<file path="src/rtl/axi4_stream_reader_v2_pkg.sv">
// Shared constants and constant functions for the AXI4-Stream reader.
package axi4_stream_reader_v2_pkg;

  localparam int unsigned MAX_STRB_WIDTH = 128;

  // Ceiling log2 for elaboration-time sizing; returns 0 for value <= 1.
  function automatic int unsigned clog2(input int unsigned value);
    int unsigned r;
    r = 0;
    for (int unsigned i = 0; i < 32; i++) begin
      if ((64'(1) << i) < 64'(value)) r = i + 1;
    end
    return r;
  endfunction

  // All-ones strobe mask of the given width, right-aligned in a wide vector.
  function automatic logic [MAX_STRB_WIDTH-1:0] strb_all_ones(input int unsigned width);
    logic [MAX_STRB_WIDTH-1:0] m;
    m = '0;
    for (int unsigned i = 0; i < MAX_STRB_WIDTH; i++) begin
      if (i < width) m[i] = 1'b1;
    end
    return m;
  endfunction

endpackage

</file>
<file path="src/rtl/axi4_stream_reader_v2_sync_fifo_fwft.sv">
// First-word-fall-through synchronous FIFO: head entry visible on rd_data_c
// whenever non-empty; reads zero when empty.
module sync_fifo_fwft
  import axi4_stream_reader_v2_pkg::*;
#(
  parameter  int unsigned WIDTH = 33,
  parameter  int unsigned DEPTH = 4,
  localparam int unsigned AW    = clog2(DEPTH),
  localparam int unsigned LW    = AW + 1
) (
  input  logic             clk,
  input  logic             rst_n,
  input  logic             wr_en,
  input  logic [WIDTH-1:0] wr_data,
  input  logic             rd_en,
  output logic [WIDTH-1:0] rd_data_c,
  output logic             empty_c,
  output logic             full_c,
  output logic [LW-1:0]    level
);

  logic [WIDTH-1:0] mem [DEPTH];
  logic [AW-1:0]    wr_ptr;
  logic [AW-1:0]    rd_ptr;
  logic             do_wr;
  logic             do_rd;

  assign empty_c   = (level == '0);
  assign full_c    = (level == LW'(DEPTH));
  assign do_wr     = wr_en & ~full_c;
  assign do_rd     = rd_en & ~empty_c;
  assign rd_data_c = empty_c ? '0 : mem[rd_ptr];

  // Storage carries no reset; emptiness is tracked by level alone.
  always_ff @(posedge clk) begin
    if (do_wr) mem[wr_ptr] <= wr_data;
  end

  // Pointers wrap naturally because DEPTH is a power of two.
  always_ff @(posedge clk or negedge rst_n) begin
    if (!rst_n) begin
      wr_ptr <= '0;
      rd_ptr <= '0;
      level  <= '0;
    end else begin
      if (do_wr) wr_ptr <= wr_ptr + AW'(1);
      if (do_rd) rd_ptr <= rd_ptr + AW'(1);
      case ({do_wr, do_rd})
        2'b10:   level <= level + LW'(1);
        2'b01:   level <= level - LW'(1);
        default: level <= level;
      endcase
    end
  end

endmodule

</file>
<file path="src/rtl/axi4_stream_reader_v2.sv">
// AXI4-Stream slave that buffers beats in a FWFT FIFO for user logic, counts
// delivered packets and flags partial-strobe beats.
module axi4_stream_reader_v2
  import axi4_stream_reader_v2_pkg::*;
#(
  parameter  int unsigned C_S_AXIS_TDATA_WIDTH = 32,
  parameter  int unsigned C_FIFO_DEPTH         = 4,
  parameter  int unsigned C_PKT_CNT_WIDTH      = 16,
  localparam int unsigned LEVEL_W              = clog2(C_FIFO_DEPTH) + 1,
  localparam int unsigned STRB_W               = C_S_AXIS_TDATA_WIDTH / 8
) (
  input  logic                            S_AXIS_ACLK,
  input  logic                            S_AXIS_ARESETN,
  input  logic                            S_AXIS_TVALID,
  input  logic [C_S_AXIS_TDATA_WIDTH-1:0] S_AXIS_TDATA,
  input  logic [STRB_W-1:0]               S_AXIS_TSTRB,
  input  logic                            S_AXIS_TLAST,
  output logic                            S_AXIS_TREADY,
  output logic [C_S_AXIS_TDATA_WIDTH-1:0] data,
  output logic                            data_valid,
  output logic                            data_last,
  input  logic                            ready,
  output logic [LEVEL_W-1:0]              level,
  output logic [C_PKT_CNT_WIDTH-1:0]      pkt_count,
  output logic                            strb_error,
  input  logic                            clear
);

  localparam int unsigned       ENTRY_W   = C_S_AXIS_TDATA_WIDTH + 1;
  localparam logic [STRB_W-1:0] STRB_ONES = STRB_W'(strb_all_ones(STRB_W));

  logic               rst_q;
  logic               fifo_empty;
  logic               fifo_full;
  logic               push;
  logic               pop;
  logic [ENTRY_W-1:0] head;

  // Holds TREADY low until the first clock after reset release.
  always_ff @(posedge S_AXIS_ACLK or negedge S_AXIS_ARESETN) begin
    if (!S_AXIS_ARESETN) rst_q <= 1'b0;
    else                 rst_q <= 1'b1;
  end

  assign S_AXIS_TREADY     = rst_q & ~fifo_full;
  assign push              = S_AXIS_TVALID & S_AXIS_TREADY;
  assign data_valid        = ~fifo_empty;
  assign pop               = data_valid & ready;
  assign {data_last, data} = head;

  sync_fifo_fwft #(
    .WIDTH (ENTRY_W),
    .DEPTH (C_FIFO_DEPTH)
  ) u_fifo (
    .clk       (S_AXIS_ACLK),
    .rst_n     (S_AXIS_ARESETN),
    .wr_en     (push),
    .wr_data   ({S_AXIS_TLAST, S_AXIS_TDATA}),
    .rd_en     (pop),
    .rd_data_c (head),
    .empty_c   (fifo_empty),
    .full_c    (fifo_full),
    .level     (level)
  );

  // Delivered-packet counter; clear takes priority over increment.
  always_ff @(posedge S_AXIS_ACLK or negedge S_AXIS_ARESETN) begin
    if (!S_AXIS_ARESETN)       pkt_count <= '0;
    else if (clear)            pkt_count <= '0;
    else if (pop && data_last) pkt_count <= pkt_count + C_PKT_CNT_WIDTH'(1);
  end

  // Sticky partial-strobe flag; a new error takes priority over clear.
  always_ff @(posedge S_AXIS_ACLK or negedge S_AXIS_ARESETN) begin
    if (!S_AXIS_ARESETN)                          strb_error <= 1'b0;
    else if (push && (S_AXIS_TSTRB != STRB_ONES)) strb_error <= 1'b1;
    else if (clear)                               strb_error <= 1'b0;
  end

endmodule
</file>
<file path="config.mk">
export PLATFORM = sky130hd
export DESIGN_NAME = axi4_stream_reader_v2
export DESIGN_NICKNAME = d
export VERILOG_FILES = /design/src/rtl/axi4_stream_reader_v2_pkg.sv /design/src/rtl/axi4_stream_reader_v2_sync_fifo_fwft.sv /design/src/rtl/axi4_stream_reader_v2.sv
export SDC_FILE = /design/constraint.sdc
export NUM_CORES = 1
export LEC_CHECK = 0
export BUFFER_PORTS_ARGS = -buffer_cell sky130_fd_sc_hd__buf_4
export CORE_ASPECT_RATIO = 1.5
export CORE_MARGIN = 2
export CORE_UTILIZATION = 54
export DETAILED_ROUTE_END_ITERATION = 7
export PLACE_DENSITY = 0.86
export SLEW_MARGIN = 20
export SYNTH_ARGS = -nofsm -noshare
export SYNTH_HDL_FRONTEND = slang
export SYNTH_SLANG_ARGS = --single-unit
export TNS_END_PERCENT = 50
</file>
<file path="constraint.sdc">
create_clock -name S_AXIS_ACLK -period 2.9 [get_ports S_AXIS_ACLK]
set_clock_uncertainty 0.2 [all_clocks]
set_input_delay 0.145 -clock S_AXIS_ACLK [delete_from_list [all_inputs] [get_ports S_AXIS_ACLK]]
set_output_delay 0.145 -clock S_AXIS_ACLK [all_outputs]
set_load 0.005 [all_outputs]
</file>
==> run_results.csv <==
group,metric,value,unit
critical_path,critical_path_arrival,2570,ps
critical_path,number_of_cells_traversed_by_the_worst_register_to_register_path,10,
finish,area_growth,31.1,%
finish,layout.filler_cells,655,
finish,most-common-layout-cells,"sky130_fd_sc_hd__edfxtp_1 (132), sky130_fd_sc_hd__buf_4 (98), sky130_fd_sc_hd__dlygate4sd3_1 (40)",
finish,multiInputGateArea,1600,um2
sta,drv_slew,0,
clock_tree,cts_made_buffers,17,
yosys,post_synth_mux_area_share,12.3,%
critical_path,crit-reg2reg-capture,"u_fifo.level[2]",
critical_path,timing.critical_path.from_type,"flop",
power_and_ir_drop,leakagePower,3.07,nW
global_route,grt-ovfl-total,0,
yosys,synth_compound_gate_area_share,1.71,%
global_route,grt_first_pass_wirelength,20.3,mm
power_and_ir_drop,seqPwrFrac,38.7,%
yosys,synthesis.instances,338,
yosys,count_of_flip_flops_with_a_built_in_enable_after_synthesis,132,
detailed_routing,drtAntennaViolNets,0,
sta,hold_viol,0,
placement,gp_routability_congestion,0.779,
floorplan,io-pin-count,97,
placement,io_buffer_count,96,
finish,antenna_cells,0,
yosys,synth.cell_area,6310,um2
power_and_ir_drop,p_sw_share,27.3,%
sta,setup_repair_after_global_routing_missed_its_margin,"false",
outcome,status,"completed",
power_and_ir_drop,clkPwrFrac,30.0,%
yosys,synth-async-reset-ratio,15.9,%
power_and_ir_drop,irDropWorstVdd,0.000480,V
critical_path,worstSetupEndpointType,"flop",
finish,final_nets,534,
detailed_routing,detailroute.via_count,3622,
detailed_routing,route.final.wire_length,13.0,mm
job,maxCapViolations,0,
yosys,synth_adder_area_share,1.51,%
critical_path,reg2reg_slack,460,ps
floorplan,placeableCoreArea,11500,um2
detailed_routing,detail_route.first_pass.iterations,5,
critical_path,crit_required,3040,ps
yosys,ys_warn_count,0,
finish,layout_commonest_cell,"sky130_fd_sc_hd__edfxtp_1",
yosys,combinational_family_with_the_most_area_after_synthesis,"multiplexers",
hold_path,worst_hold_path_type,"in -> reg",
global_route,grt_antenna_before_repair,0,
floorplan,initial_core_util,55.0,%
clock_tree,cts_sinks,157,
power_and_ir_drop,fin_total_pwr,7.36,mW
critical_path,regToRegStartpoint,"u_fifo.level[0]",
sta,finalSetupViolCount,0,
yosys,synth_cell_types,31,
global_route,grt.total_usage,22.1,%
global_route,grt_pass1_vias,3902,
global_route,grt_start_max_net_pins,37,
critical_path,critPathKind,"reg -> reg",
power_and_ir_drop,combPwrFrac,31.3,%
sta,highest_achievable_clock_rate,0.410,GHz
hold_path,hold_endpoint,"u_fifo.mem[3][12]",
detailed_routing,wl_per_cell,20.1,um
critical_path,critPathMaxFanout,6,
yosys,yosysSeqAreaShare,72.7,%
yosys,post_synth_and_or_nand_nor_area_fraction,7.83,%
power_and_ir_drop,int_power,5.35,mW
clock_tree,cts.reportedPaths.clkPinSlew,60,ps
sta,part_of_the_cycle_the_worst_path_needs,84.0,%
clock_tree,tritoncts_clock_tree,"built",
hold_path,min_from,"S_AXIS_TDATA[12]",
floorplan,chipHeight,136,um
floorplan,row_count,48,
yosys,synth_top_flop_cell,"sky130_fd_sc_hd__edfxtp_1",
clock_tree,clk_root_buffer_cell,"sky130_fd_sc_hd__clkbuf_16",
finish,ff_latch_area,4590,um2
detailed_routing,route.detailed.drc,0,
clock_tree,setup_bufs_post_cts,0,
detailed_routing,drt_iter0_drc,203,
placement,post-dp-hpwl,7.60,mm
hold_path,worst_hold_path.num_cells,2,
clock_tree,cts_max_level,4,
finish,final_layout_size_suffix_gt1_share,35.0,%
critical_path,worst_setup_path_startpoint,"u_fifo.level[0]",
sta,fin_setup_tns,0,ps
yosys,synth_xor_area_share,1.94,%
detailed_routing,post_drt_via_cell_ratio,5.60,
power_and_ir_drop,switching_power,2.01,mW
clock_tree,worstSkewPairLatency,410,ps
power_and_ir_drop,total_power_density_per_cell_area,890,nW/um2
floorplan,design.die.area,12600,um2
yosys,synth-seq-cells,157,
sta,finalCriticalPeriod,2440,ps
yosys,synth_fp_nets,387,
yosys,syn-mean-instance-area,18.7,um2
clock_tree,cts_max_path_buffers,2,
floorplan,die_width,92.3,um
==> worst max-delay path by stage <==
stage | end
finish | u_fifo.level[2]
floorplan | u_fifo.mem[0][0]
global route | u_fifo.level[2]
global placement | u_fifo.level[2]
detailed placement | u_fifo.level[2]
CTS | u_fifo.level[2]
==> flip-flops by register name, summed over array words and instances (netlist names) <==
register / flops
u_fifo.mem: 132
pkt_count: 16
u_fifo.level: 3
u_fifo.rd_ptr: 2
u_fifo.wr_ptr: 2
rst_q: 1
strb_error: 1
==> cells in the mapped netlist, types with 3 or more instances <==
master                       n  area [um2]
sky130_fd_sc_hd__a21oi_1     7        35.0
sky130_fd_sc_hd__and2_1     38         238
sky130_fd_sc_hd__and3_1      5        31.3
sky130_fd_sc_hd__and4_1      3        26.3
sky130_fd_sc_hd__buf_2       4        20.0
sky130_fd_sc_hd__buf_6       3        33.8
sky130_fd_sc_hd__clkbuf_1    7        26.3
sky130_fd_sc_hd__dfrtp_1    25         626
sky130_fd_sc_hd__edfxtp_1  132        3960
sky130_fd_sc_hd__ha_1        6        75.1
sky130_fd_sc_hd__inv_1       9        33.8
sky130_fd_sc_hd__mux4_2     33         743
sky130_fd_sc_hd__nand2_1     5        18.8
sky130_fd_sc_hd__nand3_1     4        20.0
sky130_fd_sc_hd__nand4_1     7        43.8
sky130_fd_sc_hd__nor2_1     10        37.5
sky130_fd_sc_hd__o31ai_1     6        45.0
sky130_fd_sc_hd__or4_1       6        45.0
sky130_fd_sc_hd__xnor2_1     3        26.3
sky130_fd_sc_hd__xor2_1     11        96.3
==> critical path, stage by stage, from the launching register on <==
cell	delay [ps]
sky130_fd_sc_hd__dfrtp_1	430
sky130_fd_sc_hd__inv_1	120
sky130_fd_sc_hd__a31oi_1	180
sky130_fd_sc_hd__and2_1	260
sky130_fd_sc_hd__inv_1	100
sky130_fd_sc_hd__ha_1	190
sky130_fd_sc_hd__inv_1	70
sky130_fd_sc_hd__fa_1	380
sky130_fd_sc_hd__xor2_1	150
sky130_fd_sc_hd__nor2_1	130
sky130_fd_sc_hd__xor2_1	160
==> layout make-up <==
cell class | instances | share of cell area, %
Tap cell | 150 | 2.27
Multi-Input combinational cell | 156 | 19.4
Clock inverter | 14 | 2.06
Inverter | 9 | 0.409
Sequential cell | 157 | 55.5
Timing Repair Buffer | 144 | 15.2
Clock buffer | 17 | 5.15
==> per-layer routing <==
layer | up-vias | wire (um) | global-route usage, %
met5 | - | 0 | 0
met4 | 0 | 185 | 8.29
met3 | 11 | 680 | 5.54
met2 | 131 | 7250 | 39.7
met1 | 1865 | 4880 | 25.5
li1 | 1615 | - | -
==> power groups by stage <==
stage / combinational, mW / clock, mW / sequential, mW
global placement: 2.20 / 0 / 2.86
floorplan: 1.30 / 0 / 2.85
detailed placement: 2.25 / 0 / 2.89
CTS: 2.34 / 2.23 / 2.85
finish: 2.30 / 2.21 / 2.85
global route: 2.48 / 2.32 / 2.87
==> per-stage QoR <==
step / worst slack (ps) / cells / instance area [um2] / util, % / hold WS [ps]
2_1_floorplan: 601 / 338 / 6310 / - / -351
3_3_place_gp: 653 / 575 / 7250 / 63.2 / -137
3_5_place_dp: 501 / 575 / 7250 / 63.2 / -128
4_1_cts: 469 / 647 / 8270 / 72.1 / 255
5_1_grt: 243 / 647 / 8270 / 72.1 / 265
6_report: 463 / 647 / 8270 / 72.1 / 272
==> cells by family (layout without fill, tap and decap cells) <==
group,count (synthesis),count (layout)
muxes,36,36
DFF,157,157
AOI/OAI and AO/OA,17,17
and+or+nand+nor,81,81
buffers and inverters,25,184
xor gates and xnor gates,14,14
other,1,1
adders and majority gates,7,7
==> timing repair <==
action,CTS,global route
gates resized for setup,0,0
hold buffers,41,0
hold endpoints to repair,176,0
No activity file was read; power rests on OpenSTA's default activity.
